<file path="src/rtl/desched_pkg.sv">
// Shared types and constants for the receive side of the 4-channel scheduler link.
package desched_pkg;

  typedef enum logic {
    HUNT = 1'b0,
    RECV = 1'b1
  } state_t;

  localparam int NUM_CH      = 4;
  localparam int PTR_W       = 2;
  localparam int DEF_WIDTH   = 16;
  localparam int DEF_TIMEOUT = 16;
  localparam int IDLE_W      = 8;

endpackage

</file>
<file path="src/rtl/desched_idle_timer.sv">
// Idle timer for partial frames: holds the number of idle cycles still tolerated
// and strobes expire on the idle cycle that exhausts it.
module desched_idle_timer
  import desched_pkg::*;
#(
  parameter int TIMEOUT = DEF_TIMEOUT
) (
  input  logic clk,
  input  logic rst,
  input  logic clr,
  input  logic en,
  output logic expire
);

  localparam logic [IDLE_W-1:0] RELOAD = IDLE_W'(TIMEOUT - 1);

  logic [IDLE_W-1:0] remain;

  assign expire = en && (remain == '0);

  // Reload on expiry so a fresh partial frame always gets the full budget.
  always_ff @(posedge clk) begin
    if (!rst) begin
      remain <= RELOAD;
    end else if (clr || expire) begin
      remain <= RELOAD;
    end else if (en) begin
      remain <= remain - IDLE_W'(1);
    end
  end

endmodule

</file>
<file path="src/rtl/descheduler.sv">
// Rebuilds channel registers r0..r3 from the serialized scheduler word stream.
// Optional abort statistics (err_cnt, err_pulse) when DESCHEDULER_ERR_EN is defined.
//
// state | meaning
// HUNT  | discard words until a valid start-of-frame word arrives
// RECV  | channel 0 staged, collecting channels 1..3 into shadow registers
module descheduler
  import desched_pkg::*;
#(
  parameter int WIDTH   = DEF_WIDTH,
  parameter int TIMEOUT = DEF_TIMEOUT
) (
  input  logic             clk,
  input  logic             rst,
  input  logic [WIDTH-1:0] data_in,
  input  logic             valid_in,
  input  logic             sof_in,
  output logic [WIDTH-1:0] r0,
  output logic [WIDTH-1:0] r1,
  output logic [WIDTH-1:0] r2,
  output logic [WIDTH-1:0] r3,
  output logic             frame_valid,
  output logic [PTR_W-1:0] ptr
`ifdef DESCHEDULER_ERR_EN
  ,
  output logic [7:0]       err_cnt,
  output logic             err_pulse
`endif
);

  localparam logic [PTR_W-1:0] LAST_CH = PTR_W'(NUM_CH - 1);

  state_t           state;
  logic [WIDTH-1:0] s0, s1, s2;
  logic             idle_clr, idle_en, idle_expire;

  assign idle_clr = (state == HUNT) || valid_in;
  assign idle_en  = (state == RECV) && !valid_in;

  desched_idle_timer #(
    .TIMEOUT (TIMEOUT)
  ) u_idle_timer (
    .clk    (clk),
    .rst    (rst),
    .clr    (idle_clr),
    .en     (idle_en),
    .expire (idle_expire)
  );

  always_ff @(posedge clk) begin
    if (!rst) begin
      state       <= HUNT;
      ptr         <= '0;
      s0          <= '0;
      s1          <= '0;
      s2          <= '0;
      r0          <= '0;
      r1          <= '0;
      r2          <= '0;
      r3          <= '0;
      frame_valid <= 1'b0;
    end else begin
      frame_valid <= 1'b0;
      case (state)
        HUNT: begin
          if (valid_in && sof_in) begin
            s0    <= data_in;
            ptr   <= PTR_W'(1);
            state <= RECV;
          end
        end
        RECV: begin
          if (valid_in && sof_in) begin
            // Resync: the partial frame is dropped, this word becomes channel 0.
            s0  <= data_in;
            ptr <= PTR_W'(1);
          end else if (valid_in) begin
            if (ptr == LAST_CH) begin
              r0          <= s0;
              r1          <= s1;
              r2          <= s2;
              r3          <= data_in;
              frame_valid <= 1'b1;
              ptr         <= '0;
              state       <= HUNT;
            end else if (ptr == PTR_W'(1)) begin
              s1  <= data_in;
              ptr <= PTR_W'(2);
            end else if (ptr == PTR_W'(2)) begin
              s2  <= data_in;
              ptr <= LAST_CH;
            end else begin
              ptr   <= '0;
              state <= HUNT;
            end
          end else if (idle_expire) begin
            ptr   <= '0;
            state <= HUNT;
          end
        end
        default: begin
          ptr   <= '0;
          state <= HUNT;
        end
      endcase
    end
  end

`ifdef DESCHEDULER_ERR_EN
  logic abort;

  assign abort = (state == RECV) && ((valid_in && sof_in) || idle_expire);

  always_ff @(posedge clk) begin
    if (!rst) begin
      err_cnt   <= '0;
      err_pulse <= 1'b0;
    end else begin
      err_pulse <= abort;
      if (abort && (err_cnt != 8'hff)) begin
        err_cnt <= err_cnt + 8'd1;
      end
    end
  end
`endif

endmodule

</file>
<file path="config.mk">
export PLATFORM = sky130hd
export DESIGN_NAME = descheduler
export DESIGN_NICKNAME = d
export VERILOG_FILES = /design/src/rtl/desched_pkg.sv /design/src/rtl/desched_idle_timer.sv /design/src/rtl/descheduler.sv
export SDC_FILE = /design/constraint.sdc
export NUM_CORES = 1
export LEC_CHECK = 0
export CAP_MARGIN = 20
export CORE_ASPECT_RATIO = 1.1
export CORE_MARGIN = 8
export CORE_UTILIZATION = 54
export CTS_BUF_LIST = sky130_fd_sc_hd__clkbuf_2 sky130_fd_sc_hd__clkbuf_4 sky130_fd_sc_hd__clkbuf_8
export CTS_CLUSTER_SIZE = 12
export DETAILED_ROUTE_END_ITERATION = 10
export PLACE_DENSITY = 0.82
export SLEW_MARGIN = 25
export SYNTH_ARGS = -nofsm -noshare
export SYNTH_HDL_FRONTEND = slang
export SYNTH_SLANG_ARGS = --single-unit
</file>
<file path="constraint.sdc">
create_clock -name clk -period 1.86 [get_ports clk]
set_input_delay 0.279 -clock clk [delete_from_list [all_inputs] [get_ports clk]]
set_output_delay 0.279 -clock clk [all_outputs]
set_load 0.02 [all_outputs]
</file>
-- Word level (Yosys, flattened, before mapping)
Index checks and enable logic that the tools add are counted.
- add/subtract/negate cells: 1
- equality and inequality tests: 5
- muxes and demuxes: 18
- bitwise operators: 6
- reduce and logical (&&, ||, !) cells: 13
- operators by type and width (cell ; number):
    2-to-1 mux 16 bit ; 1
    2-to-1 mux 2 bit ; 7
    zero test 8 bit ; 1
    2-to-1 mux 1 bit ; 8
    subtractor 8 x 1 -> 8 bit, second input constant ; 1
    NOT 1 bit ; 6
    AND reduction 6 bit ; 1
    AND reduction 5 bit ; 1
    equality test 2 bit, second input constant ; 2
    != test 4 x 2 -> 1 bit, second input constant ; 1
    case mux 2 bit (2 select lines) ; 1
    AND reduction 4 bit ; 1
    OR reduction 4 bit ; 1
    logical AND 1 bit ; 3
    equality test 2 x 1 -> 1 bit, second input constant ; 1
    logical OR 1 bit ; 2
    != test 2 x 1 -> 1 bit, second input constant ; 1
    case mux 1 bit (2 select lines) ; 1
    AND reduction 2 bit ; 1
    OR reduction 2 bit ; 1
    zero test 1 bit ; 1
- register bits after elaboration: 124
- output and inout bits: 67
- logic and storage cells: 54

-- Logic depth before layout (Yosys ltp)
Gate-level depths: netlist (run 1).
- word-level depth: 7
- mapped depth: 6
- gate-level depth less buffers: 5

-- Modules after synthesis
Synthesis (run 1) repeated with hierarchy kept, for this count alone.
- cells, all modules: 500
- area, all modules: 4596.9 µm²
- modules (own cells, without submodules) (module ; times used ; cells each ; area an instance (µm²) ; sequential area each (µm²)):
    descheduler ; 1 ; 456 ; 4196.5 ; 2322.2
    desched_idle_timer ; 1 ; 44 ; 400.4 ; 160.2

-- Least setup slack after synthesis (run 1)
OpenSTA, ideal clock, no wires.
- kind: flip-flop to flip-flop
- from: reg ptr[1]
- to: reg s2[10]
- library setup time: 0.120 ns
- arrival time: 1.681 ns
- path slack: 0.060 ns
- cell stages (with the launch flop): 7
- clock period less this slack: 1.800 ns
- path through: dfxtp_1 -> inv_1 -> ha_1 -> or4b_1 -> buf_2 -> buf_6 -> mux2i_1
- longest elaborated chain between the ends: 3
- RTL lines (element ; RTL line ; source):
    from (decl) ; descheduler.sv:23 ; output logic [PTR_W-1:0] ptr
    from (signal assigned) ; descheduler.sv:53 ; ptr <= '0;
    from (signal assigned) ; descheduler.sv:68 ; ptr <= PTR_W'(1);
    from (signal assigned) ; descheduler.sv:76 ; ptr <= PTR_W'(1);
    equality test 2 x 1 -> 1 bit / equality test 2 bit (equally long branches) ; descheduler.sv:86, descheduler.sv:78 ;
    NOT 1 bit (no line) ; - ;
    AND reduction 6 bit (no line) * ; - ;
    to (signal assigned) ; descheduler.sv:90 ; s2 <= data_in;
    to (decl) ; descheduler.sv:34 ; logic [WIDTH-1:0] s0, s1, s2;
Mark *: on every way between the ends. The rest lies on a longest branch, timed or not.
A chain may end at the register's enable or synchronous reset.

-- Final worst setup path (run 1)
- from: reg ptr[0]
- to: out ptr[0]
No word-level cell between the ends.

==> flow_summary.ini, run 1 <==
[logic_synthesis]
async_reset_ff_share_pct = 0
synthTopCellsByCount = 213 x nand2_1, 124 x dfxtp_1, 80 x a21boi_0, 32 x mux2i_1, 20 x clkbuf_1
yosys_warnings = 0
netlist_area_sq_um = 4750
yosys.area.top_type_share_pct = 52.2
netlist_instances = 539
synth_seq_cells = 124
synth_ff_type = dfxtp_1
synth.top_cells.by_area = dfxtp_1 52%, nand2_1 17%, a21boi_0 13%
yosys.cell_types.count = 36
synth_nets = 563
syn_area_per_cell_sq_um = 8.82
synth-edff-count = 0
synth_top_area_cell = dfxtp_1
ys_seq_area_share_pct = 52.2
yosysMostFrequentCell = nand2_1

[pwr]
p_leak_nw = 2.34
ir_worst_vdd_v = 0.000589
p_total_mw = 5.29
power_density_nw_per_um2 = 856

[setup_path]
reg2reg_depth = 5
worstSetupPathType = reg -> out
critPathMaxFanout = 4
crit_buf_inv = 1
crit_path_end_kind = output port
worstPathCellList = clkdlybuf4s50_1
slowest_delay_ps = 640
cp.arrival_ps = 1500
reg2reg_slack_ps = 150
worstReg2RegEnd = s2[14]
critPathRequiredTime_ps = 1580
cp-start-kind = register
crit_family = buffers and inverters
slowest_stage = clkdlybuf4s50_1
worstReg2RegStart = ptr[1]

[route]
initialDrtViolationCount = 187
ant_nets = 0
drc = 0
wl_per_cell_microns = 15.6
drt-total-wl_mm = 11.7
drt_first_pass_iters = 4
vias_per_cell = 5.21
vias = 3913

[cts]
cts_buffers = 17
cts_num_sinks = 124
cts-hold-fix-buffers = 0
path_clk_slew_ps = 80
cts_setup_buffers = 0
cts_tree = yes
clock_tree.htree_level_count = 4
cts_resized = 0
clk_path_buf_depth = 2
clk_latency_ps = 440
root_buffer = clkbuf_8

[global_route]
track_usage_pct = 19.5
grt_pass1_wl_mm = 18.8
grt_start_max_net_pins = 37
first_global_vias = 3866
antenna_found_initial = 0
gr-total-overflow = 0

[sta]
fmax_ghz = 0.562
hold_slack_ps = 249
relSlewSlack_pct = 59.1
rsz0062_at_grt = no
period_needed_ps = 1780
clock_skew_ps = 11.2
slew_viol_final = 0
hold_violations = 0
setup_viol = 0
tns_ps = 0
min_period_over_period_pct = 95.6
worstMarginPinSlew_ps = 613

[status]
status = finished clean

[min_path]
whs_path_depth = 2
holdPathEnd = r0[2]
min_from = rst
hp-class = in -> reg

[final_layout]
design_area_sq_um = 6180
drive_above_1_share_pct = 8.79
antenna_cells = 0
fillCellCount = 660
fin_nets = 648
utilization_pct = 71.0
area_delta_synth_final_pct = 29.9

[placement]
io_buffer_count = 86
place_area_sq_um = 5780
gp_congestion = 0.820
place_hpwl_mm = 8.20

[floorplan]
fp.dieH_microns = 114
core_sq_um = 8690
die_x_microns = 105
die_area_sq_um = 12100
start_util_pct = 54.7
design.portCount = 87
rows = 36

[flow_run]
drv_cap = 0
==> placed cells by master (no fill, tap or decap), drive strengths merged, types with 2 or more instances in the layout <==
| master | count |
|---|---|
| buf | 19 |
| clkbuf | 19 |
| and2 | 2 |
| or3 | 4 |
| or4 | 2 |
| a21oi | 7 |
| dfxtp | 124 |
| a21boi | 80 |
| bufinv | 2 |
| inv | 6 |
| mux2i | 32 |
| a211oi | 2 |
| o21ai | 3 |
| clkdlybuf4s50 | 85 |
| nand2 | 213 |
| clkinvlp | 3 |
| nand3b | 4 |
| clkinv | 7 |
| or4b | 3 |
| o21a | 2 |
| ha | 4 |
==> how the worst max path moves through the flow <==
stage,from,end,slack [ps],depth (start not counted)
floorplan,ptr[1],s2[10],60,6
global placement,valid_in,u_idle_timer.remain[7],-130,4
detailed placement,valid_in,u_idle_timer.remain[7],-160,4
CTS,ptr[0],ptr[0],70,1
global route,ptr[1],ptr[1],30,1
finish,ptr[0],ptr[0],80,1
==> per-stage QoR <==
step	setup WS, ps	instances
5_1_grt	30.0	751
4_1_cts	65.8	751
2_1_floorplan	59.7	539
3_5_place_dp	-160	719
3_3_place_gp	-130	719
6_report	82.0	751
==> state kept, by name (all words and copies together), names as in the netlist <==
| signal | cells |
|---|---|
| frame_valid | 1 |
| ptr | 2 |
| r0 | 16 |
| r1 | 16 |
| r2 | 16 |
| r3 | 16 |
| s0 | 16 |
| s1 | 16 |
| s2 | 16 |
| state | 1 |
| u_idle_timer.remain | 8 |
==> power by group <==
group	internal (mW)	leakage, nW	switching [mW]
Combinational	0.104	1.14	0.125
Sequential	2.68	1.00	0.0164
Clock	1.25	0.197	1.12
Total	4.03	2.34	1.26
==> cell type report <==
cell class | instances | area (sq um) | area share (%)
Sequential cell | 124 | 2480 | 40.2
Multi-Input combinational cell | 372 | 2080 | 33.6
Timing Repair Buffer | 104 | 1060 | 17.1
Clock buffer | 19 | 255 | 4.13
Clock inverter | 13 | 144 | 2.33
Tap cell | 114 | 143 | 2.31
Inverter | 5 | 18.8 | 0.304
==> logic make-up after synthesis <==
group                      Yosys count  share of synthesized area (%)
AOI/OAI and AO/OA                  100                           15.3
xor gates and xnor gates             1                          0.184
adders and majority gates            4                           1.05
buffers and inverters               43                           4.08
DFF                                124                           52.2
muxes                               32                           6.74
and+or+nand+nor                    235                           20.4
==> per-layer routing <==
| layer | part of all wire [%] | GRT usage [%] | vias up |
|---|---|---|---|
| met5 | 0 | 0 | - |
| met4 | 1.5 | 8.19 | 0 |
| met3 | 7.0 | 6.87 | 16 |
| met2 | 49 | 32.0 | 103 |
| met1 | 42 | 22.6 | 1850 |
| li1 | - | - | 1944 |
No activity file was read; power rests on OpenSTA's default activity.
==> inputs of run 2 (changes only) <==
- SYNTH_HIERARCHICAL: default -> 1
==> run 2 against run 1 <==
- first-iteration DRC count shrank 3.2%
- fmax is essentially flat
- largest cell class unchanged
- global-route usage is essentially flat
- wire length shrank 2.0%
- cell count shrank 6.0%
- non-clock buffer count shrank 2
- critical path type unchanged
==> flow_summary.ini, run 2 <==
[placement]
dp_cells = 674
io_buffer_count = 86
place_hpwl_mm = 7.83
gp_congestion = 0.873

[setup_path]
critPathRequiredTime_ps = 1580
critPathMaxFanout = 5
worstReg2RegStart = state
worstPathCellList = clkdlybuf4s50_1
crit_buf_inv = 1
slowest_stage = clkdlybuf4s50_1
cp.arrival_ps = 1500
slowest_delay_ps = 640
worstSetupPathType = reg -> out
path_depth = 1
startpoint = ptr[0]
crit_path_end_kind = output port
reg2reg_depth = 5
cp-start-kind = register
crit_family = buffers and inverters

[cts]
clock_tree.htree_level_count = 4
root_buffer = clkbuf_8
clk_latency_ps = 430
clk_path_buf_depth = 2
cts_setup_buffers = 0
path_clk_slew_ps = 80
cts_num_sinks = 124
cts_tree = yes
cts_buffers = 17

[logic_synthesis]
synth-edff-count = 0
synth_seq_cells = 124
async_reset_ff_share_pct = 0
synth.top_cells.by_area = dfxtp_1 54%, nand2_1 8.6%, o21ai_0 7.5%
ys_seq_area_share_pct = 54.0
yosys_warnings = 6
yosys.area.top_type_share_pct = 54.0
syn_area_per_cell_sq_um = 9.19
synth_nets = 525
synthTopCellsByCount = 124 x dfxtp_1, 105 x nand2_1, 69 x o21ai_0, 65 x nand3_1, 32 x mux2i_1
yosysMostFrequentCell = dfxtp_1
synth_ff_type = dfxtp_1
netlist_instances = 500
netlist_area_sq_um = 4600
synth_top_area_cell = dfxtp_1
yosys.cell_types.count = 41

[sta]
slew_viol_final = 0
worstMarginPinSlew_ps = 350
tns_ps = 0
relSlewSlack_pct = 76.6
hold_violations = 0
clock_skew_ps = 7.07
fmax_ghz = 0.563
min_period_over_period_pct = 95.5
period_needed_ps = 1780
setup_viol = 0
rsz0062_at_grt = no

[route]
drc = 0
ant_nets = 0
vias_per_cell = 5.46
drt-total-wl_mm = 11.5
vias = 3853
initialDrtViolationCount = 181
wl_per_cell_microns = 16.3
drt_first_pass_iters = 5

[pwr]
p_leak_nw = 2.23
ir_worst_vdd_v = 0.000654
power_density_nw_per_um2 = 882
p_total_mw = 5.29

[final_layout]
drive_above_1_share_pct = 9.75
utilization_pct = 72.1
area_delta_synth_final_pct = 30.4
fin_nets = 607
fillCellCount = 625
mostFrequentLayoutCells = 123 x dfxtp_1, 105 x nand2_1, 84 x clkdlybuf4s50_1
final_common_cell = dfxtp_1
post_layout_nonfiller_instances = 706
antenna_cells = 0

[global_route]
first_global_vias = 3844
grt_start_max_net_pins = 95
antenna_found_initial = 0
track_usage_pct = 19.5
gr-total-overflow = 0
grt_pass1_wl_mm = 18.5

[status]
status = finished clean

[floorplan]
design.portCount = 87
fp.dieH_microns = 113
die_area_sq_um = 11700
start_util_pct = 55.2
die_x_microns = 104
core_sq_um = 8320
rows = 35

[min_path]
min_from = rst
hp-class = in -> reg
whs_path_depth = 3

[flow_run]
drv_cap = 0
[run 2: cells by family after synthesis]
| group | after synthesis | share of synthesized area [%] |
|---|---|---|
| and+or+nand+nor | 194 | 20.1 |
| xor gates and xnor gates | 2 | 0.381 |
| adders and majority gates | 5 | 1.36 |
| buffers and inverters | 45 | 5.09 |
| muxes | 32 | 6.97 |
| DFF | 124 | 54.0 |
| AOI/OAI and AO/OA | 98 | 12.1 |
[run 2: worst paths after layout]
| check | end | slack [ps] |
|---|---|---|
| worst min-delay path | frame_valid | 180 |
| worst max-delay path | ptr[0] | 80 |
| worst max register to register | u_idle_timer/remain[5] | 120 |
| worst min register to register | r0[9] | 460 |
[run 2: power breakdown]
| group | switching [mW] | internal (mW) | leakage (nW) |
|---|---|---|---|
| Combinational | 0.138 | 0.0893 | 1.03 |
| Clock | 1.13 | 1.25 | 0.196 |
| Sequential | 0.0117 | 2.67 | 1.00 |
[run 2: final cells by class]
cell class	instances	area (sq um)	area share [%]
clock inverters	14	161	2.69
flip-flops and latches	124	2480	41.4
inverters	6	22.5	0.376
clock buffers	18	248	4.13
well taps	111	139	2.32
repair buffers	102	1040	17.4
multi-input cells	331	1900	31.7
[run 2: metrics by stage]
| stage | instance area [sq um] | setup WS [ps] | hold slack [ps] |
|---|---|---|---|
| floorplan | 4600 | 11.3 | 414 |
| global placement | 5580 | -227 | 444 |
| detailed placement | 5580 | -259 | 451 |
| CTS | 5990 | 18.4 | 157 |
| global route | 6000 | 23.9 | 168 |
| finish | 6000 | 83.7 | 176 |
[run 2: repair_timing]
| item | CTS | global route |
|---|---|---|
| endpoints found under the setup margin | 0 | 2 |
| endpoints found under the hold margin | 0 | 0 |
| gates resized for setup | 0 | 2 |
| hold buffers | 0 | 0 |
[run 2: metal layers]
layer	vias to the layer above	GRT usage (%)	share of wire (%)
met5	-	0	0
met4	0	10.2	1.7
met3	20	7.05	6.8
met2	111	33.6	50
met1	1846	20.5	41
li1	1876	-	-
